**config.mk**
```make
export PLATFORM = sky130hd
export DESIGN_NAME = id_stage_pipe
export DESIGN_NICKNAME = d
export VERILOG_FILES = /design/src/rtl/id_stage_pipe.sv
export SDC_FILE = /design/constraint.sdc
export NUM_CORES = 1
export LEC_CHECK = 0
export BUFFER_PORTS_ARGS = -buffer_cell sky130_fd_sc_hd__buf_2
export CORE_MARGIN = 2
export CORE_UTILIZATION = 42
export DETAILED_ROUTE_END_ITERATION = 8
export GPL_TIMING_DRIVEN = 1
export PLACE_DENSITY = 0.63
export SYNTH_ARGS = -nofsm -noshare
export SYNTH_HDL_FRONTEND = slang
export SYNTH_SLANG_ARGS = --single-unit
export TNS_END_PERCENT = 1
```
**constraint.sdc**
```tcl
create_clock -name clk -period 3.8 [get_ports clk]
set_input_delay 0.19 -clock clk [delete_from_list [all_inputs] [get_ports clk]]
set_output_delay 0.19 -clock clk [all_outputs]
set_load 0.03 [all_outputs]
```
**src/rtl/id_stage_pipe.sv**
```systemverilog
// id_stage_pipe: ARM-style decode stage with integrated ID/EX pipeline register.
// Decodes the IF/ID instruction, evaluates its condition against SR, reads a
// 2**REG_ADDR_W entry register file with write-through bypass from WB, detects
// RAW hazards against EX/MEM (combinational hazard output freezes PC and IF/ID)
// and registers the results into ID/EX with valid, bubble and flush handling.
// Ports:
//   clk, rst (async, active-low)
//   IF/ID : instr_in, pc_in, valid_in      status : SR {N,Z,C,V}
//   control: flush (kill ID/EX), hazard (out, combinational freeze)
//   WB    : wb_en, wb_dest, wb_value
//   EX/MEM: exe_dest, mem_dest, exe_wb_en, mem_wb_en, exe_mem_r_en
//   ID/EX : valid_out, EXE_CMD, WB_EN, MEM_R_EN, MEM_W_EN, B, S, Val_Rn, Val_Rm,
//           imm, Shift_operand, Signed_imm_24, Dest, src1, src2, pc_out
// Build option: define FORWARD_EN when EX forwards operands, so only a
// load-use dependency on the EX stage raises hazard.
module id_stage_pipe #(
  parameter int DATA_W     = 32,
  parameter int REG_ADDR_W = 4,
  parameter int PC_W       = 32
) (
  input  logic                  clk,
  input  logic                  rst,
  input  logic [31:0]           instr_in,
  input  logic [PC_W-1:0]       pc_in,
  input  logic                  valid_in,
  input  logic [3:0]            SR,
  input  logic                  flush,
  input  logic                  wb_en,
  input  logic [REG_ADDR_W-1:0] wb_dest,
  input  logic [DATA_W-1:0]     wb_value,
  input  logic [REG_ADDR_W-1:0] exe_dest,
  input  logic [REG_ADDR_W-1:0] mem_dest,
  input  logic                  exe_wb_en,
  input  logic                  mem_wb_en,
  input  logic                  exe_mem_r_en,
  output logic                  hazard,
  output logic                  valid_out,
  output logic [3:0]            EXE_CMD,
  output logic                  WB_EN,
  output logic                  MEM_R_EN,
  output logic                  MEM_W_EN,
  output logic                  B,
  output logic                  S,
  output logic [DATA_W-1:0]     Val_Rn,
  output logic [DATA_W-1:0]     Val_Rm,
  output logic                  imm,
  output logic [11:0]           Shift_operand,
  output logic [23:0]           Signed_imm_24,
  output logic [REG_ADDR_W-1:0] Dest,
  output logic [REG_ADDR_W-1:0] src1,
  output logic [REG_ADDR_W-1:0] src2,
  output logic [PC_W-1:0]       pc_out
);
  localparam int NREG = 2 ** REG_ADDR_W;
  logic [DATA_W-1:0] rf [NREG];
  logic n, z, c, v, cond_ok;
  logic [1:0] mode;
  logic [3:0] opc, dp_cmd;
  logic is_nop, is_dp, is_mem, is_br, is_str, is_imm, two_src, dp_wb;
  logic [REG_ADDR_W-1:0] rs1, rs2, rd;
  logic [DATA_W-1:0] rn_val, rm_val;
  logic [3:0] d_cmd;
  logic d_wb, d_mr, d_mw, d_b, d_s, hit1, hit2, kill;
  assign {n, z, c, v} = SR;
  always_comb begin
    case (instr_in[31:28])
      4'b0000: cond_ok = z;
      4'b0001: cond_ok = ~z;
      4'b0010: cond_ok = c;
      4'b0011: cond_ok = ~c;
      4'b0100: cond_ok = n;
      4'b0101: cond_ok = ~n;
      4'b0110: cond_ok = v;
      4'b0111: cond_ok = ~v;
      4'b1000: cond_ok = c & ~z;
      4'b1001: cond_ok = ~c | z;
      4'b1010: cond_ok = n == v;
      4'b1011: cond_ok = n != v;
      4'b1100: cond_ok = ~z & (n == v);
      4'b1101: cond_ok = z | (n != v);
      4'b1110: cond_ok = 1'b1;
      default: cond_ok = 1'b0;
    endcase
  end
  assign mode   = instr_in[27:26];
  assign opc    = instr_in[24:21];
  assign is_nop = instr_in == 32'd0;
  assign is_dp  = mode == 2'b00 && !is_nop;
  assign is_mem = mode == 2'b01;
  assign is_br  = mode == 2'b10;
  assign is_str = is_mem & ~instr_in[20];
  assign is_imm = instr_in[25];
  assign two_src = ~is_imm | is_str;
  always_comb begin
    case (opc)
      4'b1101: dp_cmd = 4'b0001;
      4'b1111: dp_cmd = 4'b1001;
      4'b0100: dp_cmd = 4'b0010;
      4'b0101: dp_cmd = 4'b0011;
      4'b0010: dp_cmd = 4'b0100;
      4'b0110: dp_cmd = 4'b0101;
      4'b0000: dp_cmd = 4'b0110;
      4'b1100: dp_cmd = 4'b0111;
      4'b0001: dp_cmd = 4'b1000;
      4'b1010: dp_cmd = 4'b0100;
      4'b1000: dp_cmd = 4'b0110;
      default: dp_cmd = 4'b0000;
    endcase
  end
  // every recognised opcode has a non-zero command; CMP/TST only set flags
  assign dp_wb = dp_cmd != 4'b0000 && opc != 4'b1010 && opc != 4'b1000;
  assign d_cmd = is_dp ? dp_cmd : is_mem ? 4'b0010 : 4'b0000;
  assign d_wb  = (is_dp & dp_wb) | (is_mem & instr_in[20]);
  assign d_mr  = is_mem & instr_in[20];
  assign d_mw  = is_str;
  assign d_b   = is_br;
  assign d_s   = is_dp & instr_in[20];
  assign rs1 = REG_ADDR_W'(instr_in[19:16]);
  assign rs2 = is_str ? REG_ADDR_W'(instr_in[15:12]) : REG_ADDR_W'(instr_in[3:0]);
  assign rd  = REG_ADDR_W'(instr_in[15:12]);
  assign rn_val = (wb_en && wb_dest == rs1) ? wb_value : rf[rs1];
  assign rm_val = (wb_en && wb_dest == rs2) ? wb_value : rf[rs2];
`ifdef FORWARD_EN
  assign hit1 = exe_wb_en & exe_mem_r_en & (rs1 == exe_dest);
  assign hit2 = exe_wb_en & exe_mem_r_en & (rs2 == exe_dest);
`else
  assign hit1 = (exe_wb_en & (rs1 == exe_dest)) | (mem_wb_en & (rs1 == mem_dest));
  assign hit2 = (exe_wb_en & (rs2 == exe_dest)) | (mem_wb_en & (rs2 == mem_dest));
`endif
  assign hazard = valid_in & ~is_br & ~is_nop & (hit1 | (two_src & hit2));
  assign kill = flush | hazard | ~valid_in | ~cond_ok;
  always_ff @(posedge clk or negedge rst) begin
    if (!rst) begin
      for (int i = 0; i < NREG; i++) rf[i] <= DATA_W'(i);
    end else if (wb_en) begin
      rf[wb_dest] <= wb_value;
    end
  end
  always_ff @(posedge clk or negedge rst) begin
    if (!rst) begin
      valid_out     <= 1'b0;
      EXE_CMD       <= 4'b0;
      WB_EN         <= 1'b0;
      MEM_R_EN      <= 1'b0;
      MEM_W_EN      <= 1'b0;
      B             <= 1'b0;
      S             <= 1'b0;
      Val_Rn        <= '0;
      Val_Rm        <= '0;
      imm           <= 1'b0;
      Shift_operand <= 12'b0;
      Signed_imm_24 <= 24'b0;
      Dest          <= '0;
      src1          <= '0;
      src2          <= '0;
      pc_out        <= '0;
    end else begin
      valid_out <= valid_in & ~flush & ~hazard;
      EXE_CMD   <= kill ? 4'b0 : d_cmd;
      WB_EN     <= ~kill & d_wb;
      MEM_R_EN  <= ~kill & d_mr;
      MEM_W_EN  <= ~kill & d_mw;
      B         <= ~kill & d_b;
      S         <= ~kill & d_s;
      // data fields follow the slot even through bubbles; only flush holds them
      if (!flush) begin
        Val_Rn        <= rn_val;
        Val_Rm        <= rm_val;
        imm           <= is_imm;
        Shift_operand <= instr_in[11:0];
        Signed_imm_24 <= instr_in[23:0];
        Dest          <= rd;
        src1          <= rs1;
        src2          <= rs2;
        pc_out        <= pc_in;
      end
    end
  end
endmodule

```
==> impl.org <==
** Detailed routing
- Post-route antenna net violation count :: 0
- Routed length per placed instance :: between 20 and 30 um
- Detailed-route DRC error count :: 0
- Initial DRC count :: ~2500
- The first TritonRoute pass finished after 6 iterations.
- Avg Vias per Cell :: 6.22
- Final routed wirelength across all metal layers :: about 100000 um
- The detailed router placed between 20000 and 25000 vias in this run.

** Clocking
- CTS-repair resized insts :: 0
- For the worst-skew pair, the clock arrives at the later sink with an insertion delay of a little over 600 ps.
- TritonCTS built the clock tree.
- The number of clock buffers added by TritonCTS is 73.
- The tree is rooted in a sky130_fd_sc_hd__clkbuf_16.
- Clock-pin slew was measured on the worst setup and hold paths at ~60 ps.
- Clock tree synthesis found a total of approximately 650 sinks.
- Maximum clock insertion buffer count :: 3
- The H-tree was split into 3 levels.

** Power and ir drop
- Internal :: 0.0153 W
- Registers are responsible for 44.1% of the overall power.
- The analysis attributes to net switching a power of roughly 0.0065 W.
- Pwr/cell area :: 559 mW/mm2
- The share of total power dissipated in the clock network is about a third.
- Across the VDD grid, the largest voltage drop is just under 0.3 mV.
- In this run the static leakage power is ~16 nW.
- In this run switching power makes up roughly 30% of total power.
- In this run, the combinational gates consume a little under a quarter of the power.

** Placed design
- Post-Place Setup Slack :: approximately 660 ps
- Detailed Place HPWL :: about 60000 um
- Total of buffers placed on input and output ports :: approximately 270
- The congestion estimate from routability-driven global placement came to roughly 0.86.

** STA
- The max-slew violation count came to 0.
- RSZ-0062 raised after global routing :: false
- At the pin with the least slew margin, the transition time is 1080 ps.
- The number of hold-slack violations in the final timing report is 0.
- Final hold analysis gives a worst-case slack of 29.5 ps.
- Highest clock rate :: ~0.28 GHz
- Across all setup checks in the final design, the least slack found is a little under 200 ps.
- Fin Setup TNS :: 0 ps
- Min cycle time layout :: around 3600 ps
- Dividing the final minimum period by the clock period gives between 90% and 100%.
- Worst setup skew after layout :: between 20 and 25 ps
- Setup Viol. Count Final :: 0
- Max_slew headroom :: 27.9%

** Worst hold path
- The min-delay analysis places its worst path in the category in -> reg.

** Finish
- FILL cells :: about 6900
- Cells with a size suffix above 1 make up 42.4% of the layout.
- After the last flow step, the layout net total stands at 3015.
- Compared with the post-synthesis result, the final layout area differs by 16.6%.

** Setup path
- WP data required :: 3610 ps
- CP max stage delay :: ~740 ps
- Buffers plus inverters on the worst setup path :: 3
- Counting stages on the worst path, the most repeated cell is sky130_fd_sc_hd__buf_2.
- In this run the worst path has a maximum fanout of 38.
- Critical Setup Path Class :: in -> out
- Kind of capture point of the worst setup path :: primary output
- Across all register-to-register paths, the minimum setup slack is around 1800 ps.
- CP top delay family :: buffers and inverters
- Critical path, cell by cell :: dlygate4sd3_1 -> buf_2 -> or3b_1 -> mux2_4 -> xnor2_1 -> and4_1 -> o21ai_0 -> a21oi_1 -> buf_2
- Crit-path slowest cell :: sky130_fd_sc_hd__mux2_4
- STA classifies the critical path startpoint as an input pin.
- For the worst setup path, the data arrival time is about 3400 ps.

** Synth
- Counting flops with a built-in enable in the synthesized netlist gives 0.
- Sequential cells were found to cover about half of the synthesized design area.
- Cells after synthesis :: ~2700
- Synth top area cells :: sky130_fd_sc_hd__dfrtp_1 46%, sky130_fd_sc_hd__mux2_2 19%, sky130_fd_sc_hd__mux4_2 11%
- The share of synthesized area in the top cell type comes to 46.1%.
- Netlist cell types :: 53
- Post-Syn Area :: 0.0334 mm2
- Yosys synthesis warning count :: 0
- The most used flip-flop cell after synthesis is sky130_fd_sc_hd__dfrtp_1.
- Post-synthesis async set-or-reset flop share :: between 90% and 100%
- After synthesis, the mean cell area works out to ~12 um2.
- Number of register bits inferred by synthesis :: about 650
- Cell taking the most area after synthesis :: sky130_fd_sc_hd__dfrtp_1
- The number of nets handed over by synthesis was between 2000 and 3000.

** GRT
- The number of antenna violations at the first check in global routing was 13.
- First-pass GRT wire length :: 159000 um
- For this run the aggregate overflow at the end of global routing stands at 0.
- Global routing used approximately 25% of the available tracks.
- Entering global routing, the biggest net connects ~110 pins.
- Number of global-route vias before repair :: roughly 26000

** Floorplanning
- Starting density of the core :: between 40% and 50%
- Floorplan Core Area :: just under 0.08 mm2
- Ports :: ~280
- The floorplan step defined a die boundary enclosing ~0.08 mm2.
- Y dimension of the die :: ~290 um
- Row cnt :: between 100 and 150
- Measured along the x axis, the die boundary spans 286 um.

** Status
- The run finished with clean final reports.

** Run
- Max-cap check violation count :: 0
worst paths after layout:
path                               from    endpoint  depth (start not counted)
min in group asynchronous           rst   Val_Rm[2]                          2
max in group asynchronous           rst     rf[177]                          3
hold / removal             wb_value[24]  Val_Rm[24]                          3
setup / recovery           instr_in[26]      hazard                          9
setup reg to reg                 rf[68]   Val_Rn[4]                          4
hold reg to reg              Val_Rn[26]  Val_Rn[26]                          2
flip-flops by register name (all words and copies together) (netlist names), 4 cells and up:
| signal | flops |
|---|---|
| Signed_imm_24 | 13 |
| EXE_CMD | 4 |
| src2 | 4 |
| Val_Rm | 32 |
| rf | 512 |
| pc_out | 32 |
| Val_Rn | 32 |
| Shift_operand | 11 |
per-layer routing:
| layer | wire, um | share of wire (%) | track usage [%] | vias up |
|---|---|---|---|---|
| met3 | 8580 | 8.2 | 5.17 | 272 |
| met1 | 42400 | 40 | 33.6 | 12900 |
| li1 | - | - | - | 10500 |
| met4 | 3900 | 3.7 | 10.6 | 6 |
| met5 | 33 | 0.031 | 0 | - |
| met2 | 49900 | 48 | 40.6 | 1256 |
Yosys cell counts (7+ instances only):
| master | instances |
|---|---|
| sky130_fd_sc_hd__dfrtp_1 | 615 |
| sky130_fd_sc_hd__mux4_2 | 160 |
| sky130_fd_sc_hd__o221ai_1 | 31 |
| sky130_fd_sc_hd__a221oi_1 | 128 |
| sky130_fd_sc_hd__a21oi_1 | 262 |
| sky130_fd_sc_hd__buf_1 | 32 |
| sky130_fd_sc_hd__nor3_1 | 7 |
| sky130_fd_sc_hd__nand2b_1 | 10 |
| sky130_fd_sc_hd__nor2_1 | 17 |
| sky130_fd_sc_hd__xor2_1 | 16 |
| sky130_fd_sc_hd__nand2_1 | 341 |
| sky130_fd_sc_hd__o21ai_0 | 41 |
| sky130_fd_sc_hd__buf_2 | 80 |
| sky130_fd_sc_hd__inv_1 | 8 |
| sky130_fd_sc_hd__xnor2_1 | 8 |
| sky130_fd_sc_hd__mux2i_1 | 39 |
| sky130_fd_sc_hd__nor4_1 | 43 |
| sky130_fd_sc_hd__dfstp_2 | 32 |
| sky130_fd_sc_hd__clkbuf_1 | 150 |
| sky130_fd_sc_hd__nand3_1 | 35 |
| sky130_fd_sc_hd__mux2_2 | 568 |
| sky130_fd_sc_hd__buf_4 | 23 |
kinds of logic (layout without fill, tap and decap cells):
| logic type | count (synthesis) | count (layout) | share of synthesized area (%) |
|---|---|---|---|
| other | 0 | 9 | 0 |
| adders and majority gates | 4 | 4 | 0.150 |
| buffers and inverters | 295 | 547 | 3.90 |
| and+or+nand+nor | 478 | 478 | 6.23 |
| muxes | 770 | 770 | 31.3 |
| xor gates and xnor gates | 24 | 24 | 0.629 |
| DFF | 647 | 647 | 48.6 |
| AOI/OAI and AO/OA | 481 | 481 | 9.19 |
cell usage in the layout (no fill, tap or decap), types with 21 or more instances in the layout:
cell	synthesis	layout
sky130_fd_sc_hd__clkbuf_16	0	77
sky130_fd_sc_hd__nand2_1	341	339
sky130_fd_sc_hd__mux2_2	568	568
sky130_fd_sc_hd__nand3_1	35	35
sky130_fd_sc_hd__nor4_1	43	43
sky130_fd_sc_hd__o221ai_1	31	31
sky130_fd_sc_hd__buf_2	80	269
sky130_fd_sc_hd__buf_4	23	42
sky130_fd_sc_hd__a221oi_1	128	128
sky130_fd_sc_hd__o21ai_0	41	41
sky130_fd_sc_hd__clkbuf_1	150	21
sky130_fd_sc_hd__a21oi_1	262	262
sky130_fd_sc_hd__buf_12	0	30
sky130_fd_sc_hd__mux4_2	160	160
sky130_fd_sc_hd__dlygate4sd3_1	0	58
sky130_fd_sc_hd__dfstp_2	32	32
sky130_fd_sc_hd__mux2i_1	39	38
sky130_fd_sc_hd__dfrtp_1	615	615
metrics by stage:
step           instances  cell area (um2)  power (W)  utilization, %
2_1_floorplan       2699            33400     0.0129               -
3_3_place_gp        3808            35900     0.0142            45.5
3_5_place_dp        3808            35900     0.0146            45.5
4_1_cts             4001            38900     0.0219            49.4
5_1_grt             4008            38900     0.0227            49.4
6_report            4010            38900     0.0218            49.4
tightest hold or removal path: cells and delay by family:
kind / cells / cell delay, ps
buffers and inverters: 1 / 200
AO/OA/AOI/OAI: 1 / 100
AND/OR/NAND/NOR: 1 / 100
power groups by stage:
stage | Clock (W) | Sequential [W] | Combinational, W
after floorplan | 0 | 0.00976 | 0.00313
after global placement | 0 | 0.00950 | 0.00474
after detailed placement | 0 | 0.00966 | 0.00490
after CTS | 0.00736 | 0.00956 | 0.00497
after global routing | 0.00763 | 0.00977 | 0.00531
final | 0.00723 | 0.00961 | 0.00495
cell type report:
class	count	area (um2)	share of cell area (%)
Clock inverter	23	256	0.659
Clock buffer	112	2200	5.64
Tap cell	1050	1310	3.37
Sequential cell	647	16200	41.7
Inverter	9	33.8	0.0867
Timing Repair Buffer	403	2890	7.43
Antenna cell	9	22.5	0.0578
Multi-Input combinational cell	1757	16000	41.1
timing repair:
item,CTS,global route
setup buffers,0,0
hold buffers,58,0
hold endpoints to repair,142,0
No activity file was read; power rests on OpenSTA's default activity.
